<file path="src/rtl/dctq_pkg.sv">
// Shared constants for the DCTQ coefficient ROM: the 8x8 DCT matrix,
// its dimensions and the sweep sequencer state encoding.
package dctq_pkg;

  localparam int DCT_N  = 8;
  localparam int ADDR_W = 3;

  // Row r, element 0 first; 8-bit two's complement, scaled DCT basis.
  localparam logic [7:0] C_TAB [DCT_N][DCT_N] = '{
    '{8'h5B, 8'h5B, 8'h5B, 8'h5B, 8'h5B, 8'h5B, 8'h5B, 8'h5B},
    '{8'h7E, 8'h6A, 8'h47, 8'h19, 8'hE7, 8'hB9, 8'h96, 8'h82},
    '{8'h76, 8'h31, 8'hCF, 8'h8A, 8'h8A, 8'hCF, 8'h31, 8'h76},
    '{8'h6A, 8'hE7, 8'h82, 8'hB9, 8'h47, 8'h7E, 8'h19, 8'h96},
    '{8'h5B, 8'hA5, 8'hA5, 8'h5B, 8'h5B, 8'hA5, 8'hA5, 8'h5B},
    '{8'h47, 8'h82, 8'h19, 8'h6A, 8'h96, 8'hE7, 8'h7E, 8'hB9},
    '{8'h31, 8'h8A, 8'h76, 8'hCF, 8'hCF, 8'h76, 8'h8A, 8'h31},
    '{8'h19, 8'hB9, 8'h6A, 8'h82, 8'h7E, 8'h96, 8'h47, 8'hE7}
  };

  typedef enum logic {IDLE, RUN} seq_state_t;

endpackage

</file>
<file path="src/rtl/dct_coef_lut.sv">
// Combinational lookup of one row or column of the DCT matrix, each
// element sign-extended to COEF_W; element 0 lands in the top slot.
module dct_coef_lut
  import dctq_pkg::*;
#(
  parameter int COEF_W = 8
) (
  input  logic [ADDR_W-1:0]       addr,
  input  logic                    mode,
  output logic [DCT_N*COEF_W-1:0] coef
);

  for (genvar gi = 0; gi < DCT_N; gi++) begin : g_elem
    logic [7:0] raw;
    assign raw = mode ? C_TAB[gi][addr] : C_TAB[addr][gi];
    if (COEF_W > 8) begin : g_ext
      assign coef[(DCT_N-gi)*COEF_W-1 -: COEF_W] = {{(COEF_W-8){raw[7]}}, raw};
    end else begin : g_noext
      assign coef[(DCT_N-gi)*COEF_W-1 -: COEF_W] = raw;
    end
  end

endmodule

</file>
<file path="src/rtl/dct_coef_rom_pipe.sv">
// Multi-port DCT coefficient ROM with a PIPE-deep globally stalled
// valid/ready pipeline and an optional internal 0..7 address sweep.
module dct_coef_rom_pipe
  import dctq_pkg::*;
#(
  parameter int NPORT  = 2,
  parameter int PIPE   = 2,
  parameter int COEF_W = 8,
  parameter int TAG_W  = 4
) (
  input  logic                            clk,
  input  logic                            rst,
  input  logic                            in_valid,
  output logic                            in_ready,
  input  logic [NPORT*ADDR_W-1:0]         addr,
  input  logic [NPORT-1:0]                mode,
  input  logic [TAG_W-1:0]                in_tag,
  input  logic                            seq_start,
  input  logic                            seq_mode,
  output logic                            seq_busy,
  output logic                            seq_done,
  output logic                            out_valid,
  input  logic                            out_ready,
  output logic [NPORT*DCT_N*COEF_W-1:0]   dout,
  output logic [TAG_W-1:0]                out_tag
);

  localparam int PORT_W = DCT_N*COEF_W;
  localparam int DW     = NPORT*PORT_W;

  seq_state_t        state_reg, state_next;
  logic [ADDR_W-1:0] cnt_reg, cnt_next;
  logic              mode_reg, mode_next;

  logic              stall;
  logic              busy;
  logic              valid_in;
  logic [TAG_W-1:0]  tag_in;
  logic [DW-1:0]     lut_data;

  assign busy     = (state_reg == RUN);
  assign stall    = out_valid & ~out_ready;
  assign in_ready = ~stall & ~busy;
  assign seq_busy = busy;

  // During a sweep the sequencer owns every port; external requests are ignored.
  assign valid_in = busy | in_valid;
  assign tag_in   = busy ? TAG_W'(cnt_reg) : in_tag;

  for (genvar gi = 0; gi < NPORT; gi++) begin : g_port
    logic [ADDR_W-1:0] addr_sel;
    logic              mode_sel;
    assign addr_sel = busy ? cnt_reg  : addr[gi*ADDR_W +: ADDR_W];
    assign mode_sel = busy ? mode_reg : mode[gi];
    dct_coef_lut #(.COEF_W(COEF_W)) u_lut (
      .addr (addr_sel),
      .mode (mode_sel),
      .coef (lut_data[gi*PORT_W +: PORT_W])
    );
  end

  always_ff @(posedge clk or posedge rst) begin
    if (rst) begin
      state_reg <= IDLE;
      cnt_reg   <= '0;
      mode_reg  <= 1'b0;
    end else begin
      state_reg <= state_next;
      cnt_reg   <= cnt_next;
      mode_reg  <= mode_next;
    end
  end

  always_comb begin
    state_next = state_reg;
    cnt_next   = cnt_reg;
    mode_next  = mode_reg;
    seq_done   = 1'b0;
    case (state_reg)
      IDLE: begin
        if (seq_start) begin
          state_next = RUN;
          cnt_next   = '0;
          mode_next  = seq_mode;
        end
      end
      RUN: begin
        if (!stall) begin
          cnt_next = cnt_reg + 3'd1;
          if (cnt_reg == 3'd7) begin
            seq_done   = 1'b1;
            state_next = IDLE;
          end
        end
      end
      default: state_next = IDLE;
    endcase
  end

  // Every stage, bubbles included, freezes while the output is stalled.
  logic              v_reg [PIPE];
  logic [TAG_W-1:0]  t_reg [PIPE];
  logic [DW-1:0]     d_reg [PIPE];

  for (genvar gi = 0; gi < PIPE; gi++) begin : g_stage
    logic             v_in;
    logic [TAG_W-1:0] t_in;
    logic [DW-1:0]    d_in;
    if (gi == 0) begin : g_first
      assign v_in = valid_in;
      assign t_in = tag_in;
      assign d_in = lut_data;
    end else begin : g_next
      assign v_in = v_reg[gi-1];
      assign t_in = t_reg[gi-1];
      assign d_in = d_reg[gi-1];
    end
    always_ff @(posedge clk or posedge rst) begin
      if (rst) begin
        v_reg[gi] <= 1'b0;
        t_reg[gi] <= '0;
        d_reg[gi] <= '0;
      end else if (!stall) begin
        v_reg[gi] <= v_in;
        t_reg[gi] <= t_in;
        d_reg[gi] <= d_in;
      end
    end
  end

  assign out_valid = v_reg[PIPE-1];
  assign out_tag   = t_reg[PIPE-1];
  assign dout      = d_reg[PIPE-1];

endmodule
</file>
<file path="config.mk">
export PLATFORM = sky130hd
export DESIGN_NAME = dct_coef_rom_pipe
export DESIGN_NICKNAME = d
export VERILOG_FILES = /design/src/rtl/dctq_pkg.sv /design/src/rtl/dct_coef_lut.sv /design/src/rtl/dct_coef_rom_pipe.sv
export SDC_FILE = /design/constraint.sdc
export NUM_CORES = 1
export LEC_CHECK = 0
export CAP_MARGIN = 20
export CORE_ASPECT_RATIO = 0.9
export CORE_MARGIN = 5
export CORE_UTILIZATION = 55
export DETAILED_ROUTE_END_ITERATION = 8
export DONT_BUFFER_PORTS = 1
export PLACE_DENSITY = 0.7
export SYNTH_ARGS = -nofsm -noshare
export SYNTH_HDL_FRONTEND = slang
export SYNTH_SLANG_ARGS = --single-unit
</file>
<file path="constraint.sdc">
create_clock -name clk -period 11 [get_ports clk]
set_input_delay 2.75 -clock clk [delete_from_list [all_inputs] [get_ports clk]]
set_output_delay 2.75 -clock clk [all_outputs]
set_load 0.01 [all_outputs]
</file>
; Word level (Yosys, flattened, before mapping)
; Memory sizes are Yosys's and may differ from the RTL's.
; Cells that the tools add are included.
[classes]
addsub = 1
magnitude_cmp = 2
eq_ne = 3
n_mux = 67
n_bitwise = 8
reduce_logical = 2
[ops]
columns = cell, n
row1 = 8-bit 2-to-1 mux, 48
row2 = 64-bit 2-to-1 mux, 4
row3 = 3-bit 2-to-1 mux, 4
row4 = 4-bit greater-or-equal comparator (second input constant), 2
row5 = 1-bit 2-to-1 mux, 8
row6 = 3-bit inverter with 4-bit output, 2
row7 = 3-bit case mux with 2 select lines, 1
row8 = 4-bit 2-to-1 mux, 1
row9 = 2-bit inequality test (second input constant), 2
row10 = 2-bit AND reduction, 2
row11 = 3-bit by 1-bit adder with 3-bit output (second input constant), 1
row12 = 3-bit == test (second input constant), 1
row13 = 1-bit inverter, 3
row14 = 1-bit bitwise AND, 2
row15 = 1-bit case mux with 2 select lines, 1
row16 = 1-bit OR, 1
[totals]
register_bits = 271
rom_bits = 2048
inputBits = 18
output_inout_bits = 136
wordCells = 110
memories = 18
[memory_table]
columns = memory, depth, word_bits, rd, rd_clocked_by_memory_dff, write_ports, line_no
row1 = (name not given), 8, 64, 1, 0, 0, dct_coef_lut.sv:15  ; assign raw = mode ? C_TAB[gi][addr] : C_TAB[addr][gi];
row2 = (name not given), 8, 64, 1, 0, 0, dct_coef_lut.sv:15
row3 = (name not given), 8, 8, 1, 0, 0, dct_coef_lut.sv:15
row4 = (name not given), 8, 8, 1, 0, 0, dct_coef_lut.sv:15
row5 = (name not given), 8, 8, 1, 0, 0, dct_coef_lut.sv:15
row6 = (name not given), 8, 8, 1, 0, 0, dct_coef_lut.sv:15
row7 = 12 more memories, n/a, n/a, n/a, n/a, n/a, n/a

; Logic depth before layout (Yosys ltp)
; Gate-level depths: netlist of the first run.
[depth]
ltp_word = 6
mapped_depth = 9
depth_no_buf = 7

; Cells and area by module
; Synthesis of the first run repeated with hierarchy kept, for this count alone.
[unflattened]
hier_cells = 1555
hier_area_um2 = 12836.1
[by_module_without_submodules]
columns = module, instances, cells_per_inst, area_each_um2, seq_area_each_um2
row1 = dct_coef_rom_pipe, 1, 1169, 10423.7, 6781.5
row2 = dct_coef_lut (g_port[0].u_lut), 1, 198, 1239.9, 0.0
row3 = dct_coef_lut (g_port[1].u_lut), 1, 188, 1172.4, 0.0

; Worst setup path before layout of the first run
; OpenSTA, ideal clock, no wires.
[synth_timing]
path_kind = input -> output
startpoint = input out_ready
endpoint = output in_ready
t_arrival_ns = 3.677
required_time_ns = 8.250
slack_ns = 4.573
cell_stages = 5
path_buffers = 3
cell_sequence = nor2b_1 > clkbuf_1 > clkbuf_1 > clkbuf_1 > nor2_1
[synth_via]
elab_chain_cells = 4
[synth_rtl]
columns = element, line_no
row1 = "start, declared", dct_coef_rom_pipe.sv:23  ; input logic out_ready,
row2 = 1-bit inverter, dct_coef_rom_pipe.sv:42  ; assign stall = out_valid & ~out_ready;
row3 = 1-bit bitwise AND, dct_coef_rom_pipe.sv:42
row4 = 1-bit inverter, dct_coef_rom_pipe.sv:43  ; assign in_ready = ~stall & ~busy;
row5 = 1-bit bitwise AND, dct_coef_rom_pipe.sv:43
row6 = "end, declared", dct_coef_rom_pipe.sv:14  ; output logic in_ready,
; No other way between the ends.

; Worst setup path in the final report of the first run
; Same ends and word-level chain as after synthesis.

==> key figures, run 1 <==
Synthesis
  • Yosys warns: 0
  • Post-synthesis sequential area ratio: 0.558
  • Mux contribution to synthesized area: 0.0280
  • Synthesized area per cell: 9.02 um^2
  • Syn Inst Count: 1306
  • Cell Area, Synth: 11800 um^2
  • Compound-Gate Fraction of Synth Area: 0.126
  • Synth Area in Adders: 0.0276
  • Ys flop type: dfrtp_1
  • Xor and xnor area share after synthesis: 0.00520
  • Synthesis-stage register bit count: 263
  • Post-synthesis simple-gate area fraction: 0.211
  • Largest family of logic cells by synthesized area: simple AND/OR/NAND/NOR gates
  • Post-synth EDFFs: 0
  • FFs w/ async S/R, synth: 1.00
  • Distinct cells, synth: 54

GRT
  • Tot GR Track Use: 0.239
  • Initial antenna violation count: 0
  • GRT met3 Usage: 0.0793
  • First-pass GRT wire length: 47300 um
  • Met1 usage: 0.397
  • Gr busiest metal: met1
  • Largest net degree at the start of global routing: 142
  • GR Util met2: 0.301
  • Total congestion overflow: 0
  • Vias in the first global route: 8485

Floorplan
  • IO Pins: 154
  • Die Wd: 164 um
  • DIE AREA: 24500 um^2
  • Row count: 50
  • Starting Density: 0.562
  • Core footprint: 21000 um^2
  • Die Height: 149 um

Clock network
  • H-tree depth: 1
  • CTS tree: done
  • Clock-pin slew on the worst setup and hold paths: 0.06 ns
  • Worst-skew pair later-pin latency: 0.53 ns
  • Hold buffers post-CTS: 0
  • Clk sinks: 263
  • CTS buffer count: 28
  • Clk buf depth: 3
  • Post-CTS setup repair buffer count: 0
  • Clock Tree Root: clkbuf_16
  • # resized after CTS: 0

Timing
  • Unrepaired setup endpoints after global routing: no
  • Final min period: 6.36 ns
  • Min setup slack post-route: 4.64 ns
  • Slew of the pin with the lowest slew margin: 1.05 ns
  • Final slew viol count: 0
  • Final Cycle Share: 0.579
  • Hold slack: 0.463 ns
  • Final Hold Viols: 0
  • F_max: 157 MHz
  • Worst slew margin: 0.302
  • Clock Skew: 0.0103 ns
  • Final setup viols: 0
  • Setup TNS: 0 ns

Setup path
  • Launch instance of the worst register-to-register path: seq_busy
  • CP arrival: 3.61 ns
  • R2r setup slk: 7.94 ns
  • RR Endpoint: g_stage[1].d_in[1]
  • Worst Path Required: 8.25 ns
  • FF-to-FF path depth: 6
  • CP Class: input port to output pin
  • Worst setup EP type: output pin
  • Crit path capture: in_ready
  • Worst-path fanout max: 141
  • Crit. Startpoint: out_ready
  • CP Launch Type: input port

Run
  • Maximum capacitance violations: 0

Detailed routing
  • Final ANT Viol Nets: 0
  • 1st-pass router iterations: 5
  • Vias per cell: 5.76
  • DR vias: 8973
  • DR WL/cell: 18.8 um
  • Residual DRC: 0
  • WL final: 29300 um
  • First DRT Iteration DRCs: 1235

Layout
  • Commonest non-fill, non-tap cell in the layout: nand2_1
  • NumNets Final: 1295
  • Fillers: 1787
  • Layout cells sized above 1: 0.0628
  • # diodes: 0
  • Most frequent cells in the layout: nand2_1 (499), dfrtp_1 (262), nor2_1 (99)
  • Final Util: 0.610
  • Area growth from synthesis to layout: 8.55%

Pwr
  • Cell Pwr Density: 358 nW/um^2
  • IR drop worst, VDD: 0.204 mV
  • P_leak: 6.12 nW
  • Total power: 4.58 mW

Place
  • Worst slack at placement: 4.70 ns
  • Routability cong.: 0.898
  • Dpl hpwl: 18700 um
  • IO Port Bufs: 0

Hold path
  • Worst hold-check path type: register to register

Outcome
  • Status: complete, no violations
logic make-up after synthesis:
group | after synthesis
compound gates | 237
mux | 23
flops | 263
other cells | 1
buf+inv | 108
xor+xnor | 7
fa+ha+maj | 26
simple gates | 641
worst max-delay path: stages:
cell,delay (ns)
nor2b_4,0.11
buf_12,0.43
nor2_1,0.20
layer usage:
metal,share of wire,vias up
met5,0,-
met4,0.018,0
met3,0.12,39
met2,0.39,375
met1,0.48,4352
li1,-,4207
stage by stage:
step | instance area [um^2] | cells
2_1_floorplan | 11800 | 1307
3_3_place_gp | 11800 | 1507
3_5_place_dp | 11800 | 1507
4_1_cts | 12800 | 1559
5_1_grt | 12800 | 1559
6_report | 12800 | 1559
how the worst min path moves through the flow:
stage / to / cells after the start / start
detailed placement: out_valid / 1 / g_stage[1].v_in
global placement: g_stage[1].t_in[3] / 2 / g_stage[1].t_in[3]
global route: dout[124] / 2 / g_stage[1].d_in[124]
CTS: g_stage[1].v_in / 2 / g_stage[1].v_in
floorplan: g_stage[1].v_in / 2 / g_stage[1].v_in
finish: g_stage[1].v_in / 2 / g_stage[1].v_in
where the power goes:
group,switching [mW],total (mW),internal [mW]
registers,0.427,1.84,1.42
clock network,0.379,1.00,0.625
logic,1.14,1.73,0.594
total,1.95,4.58,2.64
layout make-up:
cell class / instances / area (um^2) / share of cell area
clock buffer: 46 / 860 / 0.0672
clock inverter: 6 / 134 / 0.0105
inverter: 11 / 51.3 / 0.00401
multi-input combinational: 936 / 4710 / 0.368
sequential: 263 / 6580 / 0.515
tap: 286 / 358 / 0.0280
timing repair buffer: 11 / 95.1 / 0.00743
synth_stat cells (4+ instances only):
| library cell | n | area (um^2) |
|---|---|---|
| o31ai_1 | 6 | 45.0 |
| a22o_1 | 12 | 105 |
| nand3_1 | 14 | 70.1 |
| o21a_1 | 5 | 37.5 |
| a21o_1 | 8 | 60.1 |
| xnor2_1 | 7 | 61.3 |
| nand2_1 | 499 | 1870 |
| buf_4 | 9 | 67.6 |
| buf_2 | 18 | 90.1 |
| dfrtp_1 | 263 | 6580 |
| a211o_1 | 4 | 35.0 |
| a32oi_1 | 4 | 35.0 |
| a21oi_1 | 71 | 355 |
| a211oi_1 | 4 | 30.0 |
| mux2i_4 | 7 | 158 |
| o211ai_1 | 14 | 105 |
| o21ai_0 | 56 | 280 |
| mux2_2 | 6 | 67.6 |
| nand2b_1 | 6 | 37.5 |
| clkbuf_1 | 59 | 221 |
| buf_1 | 6 | 22.5 |
| nor2_1 | 99 | 372 |
| mux2i_1 | 9 | 90.1 |
| a31oi_1 | 24 | 150 |
| ha_1 | 26 | 325 |
| nor3_1 | 12 | 60.1 |
| inv_1 | 7 | 26.3 |
| buf_6 | 4 | 45.0 |
(Power assumes the default switching activity.)
==> run 2, diff against run 1 <==
clock period = 6.58 ns   (was 11 ns; I/O delays follow)
==> run 2 against run 1 <==
  * Non-clock buffer count decreased by 2
  * Highest routed layer unchanged
  * Power increased by 64%
  * Count of clock-buffer cells in the layout decreased by 3
  * Clock skew increased by 0.0026 ns
==> key figures, run 2 (synthesis results as in run 1) <==
Setup path
  • Worst-path fanout max: 60 (was 141)
  • CP bufs+invs: 0 (was 1)
  • Largest delay contributor family on the critical path: simple AND/OR/NAND/NOR gates (was buffers and inverters)
  • Crit-path max cell delay: 0.49 ns (was 0.43 ns)
  • Critical path depth in cells: 2 (was 3)
  • Worst setup EP type: output pin (unchanged)
  • CP arrival: 2.46 ns (was 3.61 ns)
  • CP Launch Type: input port (unchanged)
  • Worst Path Required: 4.93 ns (was 8.25 ns)
  • CP max-delay cell: nand2b_4 (was buf_12)
  • CP Class: input port to output pin (unchanged)
  • Crit-path cells: nand2b_4 -> and3_1 (was nor2b_4 -> buf_12 -> nor2_1)
  • FF-to-FF path depth: 5 (was 6)

Pwr
  • P_leak: 6.08 nW (was 6.12 nW)
  • Int Pwr: 4.29 mW (was 2.64 mW)
  • Switching share of power: 0.429 (was 0.425)
  • NetSw: 3.23 mW (was 1.95 mW)
  • Cell Pwr Density: 592 nW/um^2 (was 358 nW/um^2)
  • Clock share of power: 0.206 (was 0.219)
  • IR drop worst, VDD: 0.336 mV (was 0.204 mV)
  • Sequential Power Share: 0.414 (was 0.403)
  • Logic pwr share: 0.381 (was 0.378)

Place
  • Dpl hpwl: 18900 um (was 18700 um)
  • IO Port Bufs: 0 (unchanged)
  • Cells after DPL: 1505 (was 1507)
  • Routability cong.: 0.915 (was 0.898)

Clock network
  • H-tree depth: 1 (unchanged)
  • Clock-pin slew on the worst setup and hold paths: 0.06 ns (about the same)
  • Worst-skew pair later-pin latency: 0.53 ns (about the same)
  • Clk sinks: 263 (unchanged)
  • CTS tree: done (unchanged)
  • # resized after CTS: 0 (unchanged)
  • Clock Tree Root: clkbuf_16 (unchanged)
  • Post-CTS setup repair buffer count: 0 (unchanged)
  • Hold buffers post-CTS: 0 (unchanged)
  • Clk buf depth: 3 (unchanged)
  • CTS buffer count: 27 (was 28)

Detailed routing
  • DR WL/cell: 18.8 um (about the same)
  • Residual DRC: 0 (unchanged)
  • 1st-pass router iterations: 5 (unchanged)
  • Vias per cell: 5.76 (about the same)
  • Final ANT Viol Nets: 0 (unchanged)
  • DR vias: 8953 (was 8973)
  • First DRT Iteration DRCs: 1279 (was 1235)
  • WL final: 29200 um (was 29300 um)

Timing
  • Unrepaired setup endpoints after global routing: no (unchanged)
  • F_max: 244 MHz
  • Final Hold Viols: 0 (unchanged)
  • Hold slack: 0.470 ns (was 0.463 ns)
  • Final min period: 4.11 ns
  • Final setup viols: 0 (unchanged)
  • Clock Skew: 0.0128 ns (was 0.0103 ns)
  • Setup TNS: 0 ns (unchanged)
  • Worst slew margin: 0.286 (was 0.302)
  • Final slew viol count: 0 (unchanged)
  • Slew of the pin with the lowest slew margin: 1.05 ns (about the same)
  • Final Cycle Share: 0.624

Layout
  • NumNets Final: 1292 (was 1295)
  • Post-Layout Cell Count: 1553 (was 1559)
  • Fillers: 1846 (was 1787)
  • # diodes: 0 (unchanged)
  • Commonest non-fill, non-tap cell in the layout: nand2_1 (unchanged)
  • Area growth from synthesis to layout: 7.74% (was 8.55%)
  • Layout cells sized above 1: 0.0608 (was 0.0628)
  • Most frequent cells in the layout: nand2_1 (499), dfrtp_1 (262), nor2_1 (99) (unchanged)

Floorplan
  • Core footprint: 21000 um^2 (unchanged)
  • Die Height: 149 um (unchanged)
  • Die Wd: 164 um (unchanged)
  • Starting Density: 0.562 (unchanged)
  • DIE AREA: 24500 um^2 (unchanged)
  • IO Pins: 154 (unchanged)
  • Row count: 50 (unchanged)

GRT
  • Total congestion overflow: 0 (unchanged)
  • Largest net degree at the start of global routing: 185 (was 142)
  • Vias in the first global route: 8292 (was 8485)
  • Tot GR Track Use: 0.239 (about the same)
  • Initial antenna violation count: 0 (unchanged)
  • First-pass GRT wire length: 47200 um (was 47300 um)

Hold path
  • Hold path cells: 2 (unchanged)
  • Worst hold-check path type: register to register (unchanged)

Outcome
  • Status: complete, no violations (unchanged)

Run
  • Maximum capacitance violations: 0 (unchanged)
==> run 2: cell types whose count changed in the layout (fill, tap and decap cells not counted), sizes merged <==
cell      previous run  this run
clkinvlp             0         1
clkinv               1         2
clkbuf              46        43
buf                 11         9
inv                 12        11
bufinv               4         2
==> run 2: tightest hold or removal path: cells and delay by family, from the launching register on <==
family / cells / cell delay, ns
flops: 1 / 0.34
simple gates: 2 / 0.10
==> run 2: final timing paths <==
check / slack (ns) / startpoint / end
max: 2.47 / out_ready / seq_done
min: 0.47 / g_stage[1].t_in[3] / g_stage[1].t_in[3]
max reg2reg: 3.28 / seq_busy / g_stage[1].d_in[24]
min reg2reg: 0.47 / g_stage[1].t_in[3] / g_stage[1].t_in[3]
max in group asynchronous: 4.43 / rst / g_stage[1].d_in[76]
min in group asynchronous: 0.90 / rst / dout[46]
==> run 2: per-layer routing <==
metal / track usage / up-vias / part of all wire
met5: 0 / - / 0
met4: 0.0415 / 0 / 0.016
met3: 0.0826 / 32 / 0.13
met2: 0.302 / 420 / 0.38
met1: 0.395 / 4306 / 0.47
li1: - / 4195 / -
==> run 2: area by class of cell <==
| class | instances | area (um^2) | area share |
|---|---|---|---|
| Clock buffer | 43 | 826 | 0.0650 |
| Clock inverter | 5 | 78.8 | 0.00621 |
| Inverter | 11 | 47.5 | 0.00374 |
| Multi-Input combinational cell | 936 | 4710 | 0.371 |
| Sequential cell | 263 | 6580 | 0.518 |
| Tap cell | 286 | 358 | 0.0282 |
| Timing Repair Buffer | 9 | 92.6 | 0.00729 |
==> run 2: power by group through the flow <==
stage	clock network, mW	registers [mW]	logic (mW)
2_1_floorplan	0	2.89	2.24
3_3_place_gp	0	3.13	2.73
3_5_place_dp	0	3.14	2.80
4_1_cts	1.58	3.12	2.82
5_1_grt	1.64	3.21	3.20
6_report	1.55	3.11	2.86
==> run 2: per-stage QoR <==
step	setup slack, ns	util	cell area [um^2]	power (mW)
after floorplan	1.47	-	11800	5.14
after global placement	2.45	0.562	11800	5.86
after detailed placement	2.44	0.563	11800	5.94
after CTS	2.44	0.606	12700	7.52
after global routing	2.37	0.606	12700	8.06
final	2.47	0.606	12700	7.51
==> run 3, diff against run 2 <==
PLACE_DENSITY = 0.73   (was 0.7)
clock period = 3.3 ns   (was 6.58 ns; I/O delays follow)
==> run 3 against run 2 <==
  * Flip-flop and latch count is the same
  * Non-clock buffer count is 13 higher
  * First-iteration DRC count up 11%
  * Highest routed layer unchanged
  * Combinational power up 100%
  * Largest cell class unchanged
==> key figures, run 3 (synthesis results as in run 1) <==
Floorplan
  • Core footprint: 21000 um^2 (unchanged)
  • Starting Density: 0.562 (unchanged)
  • Die Height: 149 um (unchanged)
  • IO Pins: 154 (unchanged)
  • DIE AREA: 24500 um^2 (unchanged)
  • Die Wd: 164 um (unchanged)
  • Row count: 50 (unchanged)

Timing
  • Final setup viols: 0 (unchanged)
  • Unrepaired setup endpoints after global routing: no (unchanged)
  • Final Hold Viols: 0 (unchanged)
  • Final min period: 2.68 ns
  • F_max: 374 MHz
  • Clock Skew: 0.0276 ns (was 0.0128 ns)
  • Final Cycle Share: 0.811
  • Final slew viol count: 0 (unchanged)
  • Worst slew margin: 0.572 (was 0.286)
  • Slew of the pin with the lowest slew margin: 0.628 ns (was 1.05 ns)

Clock network
  • H-tree depth: 1 (unchanged)
  • Clk sinks: 263 (unchanged)
  • # resized after CTS: 0 (unchanged)
  • CTS buffer count: 27 (unchanged)
  • Clock-pin slew on the worst setup and hold paths: 0.06 ns (about the same)
  • Clock Tree Root: clkbuf_16 (unchanged)
  • Clk buf depth: 3 (unchanged)
  • Post-CTS setup repair buffer count: 0 (unchanged)
  • CTS tree: done (unchanged)
  • Worst-skew pair later-pin latency: 0.55 ns (was 0.53 ns)
  • Hold buffers post-CTS: 0 (unchanged)

Setup path
  • Worst-path fanout max: 13 (was 60)
  • Largest delay contributor family on the critical path: flip-flops (was simple AND/OR/NAND/NOR gates)
  • CP Class: register to register (was input port to output pin)
  • Crit-path max cell delay: 0.71 ns (was 0.49 ns)
  • CP Launch Type: register (was input port)
  • Launch instance of the worst register-to-register path: seq_busy (unchanged)
  • Crit-path cells: mux2i_4 -> ha_1 -> nand2_1 -> a221oi_1 -> a21o_1 (was nand2b_4 -> and3_1)
  • CP max-delay cell: dfrtp_2 (was nand2b_4)
  • Worst Path Required: 3.77 ns (was 4.93 ns)
  • Crit. Startpoint: seq_busy (was out_ready)
  • CP bufs+invs: 0 (unchanged)
  • Worst setup EP type: register (was output pin)
  • CP arrival: 3.15 ns (was 2.46 ns)

Layout
  • Final Util: 0.615 (was 0.606)
  • Area growth from synthesis to layout: 9.36% (was 7.74%)
  • Design area: 12900 um^2 (was 12700 um^2)
  • # diodes: 0 (unchanged)
  • NumNets Final: 1305 (was 1292)
  • Commonest non-fill, non-tap cell in the layout: nand2_1 (unchanged)
  • Post-Layout Cell Count: 1568 (was 1553)
  • Layout cells sized above 1: 0.0702 (was 0.0608)
  • Most frequent cells in the layout: nand2_1 (499), dfrtp_1 (262), nor2_1 (99) (unchanged)

Place
  • Routability cong.: 0.937 (was 0.915)
  • Post-DP Area: 11900 um^2 (was 11800 um^2)
  • Dpl hpwl: 20200 um (was 18900 um)
  • IO Port Bufs: 0 (unchanged)
  • Cells after DPL: 1518 (was 1505)

Detailed routing
  • DR vias: 8937 (was 8953)
  • WL final: 30200 um (was 29200 um)
  • DR WL/cell: 19.3 um (was 18.8 um)
  • Final ANT Viol Nets: 0 (unchanged)
  • First DRT Iteration DRCs: 1415 (was 1279)
  • Vias per cell: 5.70 (was 5.76)
  • 1st-pass router iterations: 6 (was 5)
  • Residual DRC: 0 (unchanged)

Pwr
  • IR drop worst, VDD: 0.624 mV (was 0.336 mV)
  • P_leak: 6.17 nW (was 6.08 nW)
  • Cell Pwr Density: 1190 nW/um^2 (was 592 nW/um^2)

GRT
  • Tot GR Track Use: 0.247 (was 0.239)
  • Vias in the first global route: 8380 (was 8292)
  • Total congestion overflow: 0 (unchanged)
  • Initial antenna violation count: 0 (unchanged)
  • First-pass GRT wire length: 48200 um (was 47200 um)
  • Largest net degree at the start of global routing: 134 (was 185)

Hold path
  • Worst hold-check path type: input port to asynchronous set/reset pin (was register to register)

Outcome
  • Status: complete, no violations (unchanged)

Run
  • Maximum capacitance violations: 0 (unchanged)
-- run 3: per-stage QoR --
step	setup slack, ns	power [mW]	hold slack (ns)	setup TNS [ns]
6_report	0.624	15.3	0.147	0
5_1_grt	0.552	16.3	0.150	0
4_1_cts	0.622	15.3	0.137	0
3_5_place_dp	0.716	11.9	0.447	0
3_3_place_gp	0.784	11.9	0.441	0
2_1_floorplan	-0.995	10.2	0.430	-261.56
-- run 3: power breakdown --
group          switching (mW)  internal (mW)
clock                    1.27           1.99
combinational            3.80           2.03
sequential               1.47           4.72
-- run 3: area by class of cell --
type / instances / area, um^2
Tap cell: 286 / 358
Sequential cell: 263 / 6580
Clock inverter: 7 / 155
Inverter: 11 / 47.5
Clock buffer: 43 / 806
Timing Repair Buffer: 22 / 228
Multi-Input combinational cell: 936 / 4710
Fill cell: 1786 / 8070
-- run 3: routing by layer --
| layer | up-vias | part of all wire | track usage |
|---|---|---|---|
| met1 | 4306 | 0.49 | 0.411 |
| met2 | 391 | 0.38 | 0.308 |
| met5 | - | 0 | 0 |
| met4 | 0 | 0.011 | 0.0344 |
| met3 | 28 | 0.12 | 0.0904 |
| li1 | 4212 | - | - |
-- run 3: path summary, 6_finish.rpt --
kind | to | slack [ns] | depth (start not counted)
min in group clk | cnt_reg[2] | 0.40 | 1
setup reg to reg | g_stage[1].d_in[87] | 0.62 | 5
max in group asynchronous | dout[64] | 2.22 | 3
setup / recovery | g_stage[1].d_in[87] | 0.62 | 5
hold reg to reg | g_stage[1].v_in | 0.46 | 2
hold / removal | dout[41] | 0.15 | 1
-- run 3: worst reg2reg max path, cell delays in order, from the launching register on --
cell	delay [ns]
dfrtp_2	0.71
mux2i_4	0.58
ha_1	0.58
nand2_1	0.24
a221oi_1	0.39
a21o_1	0.12
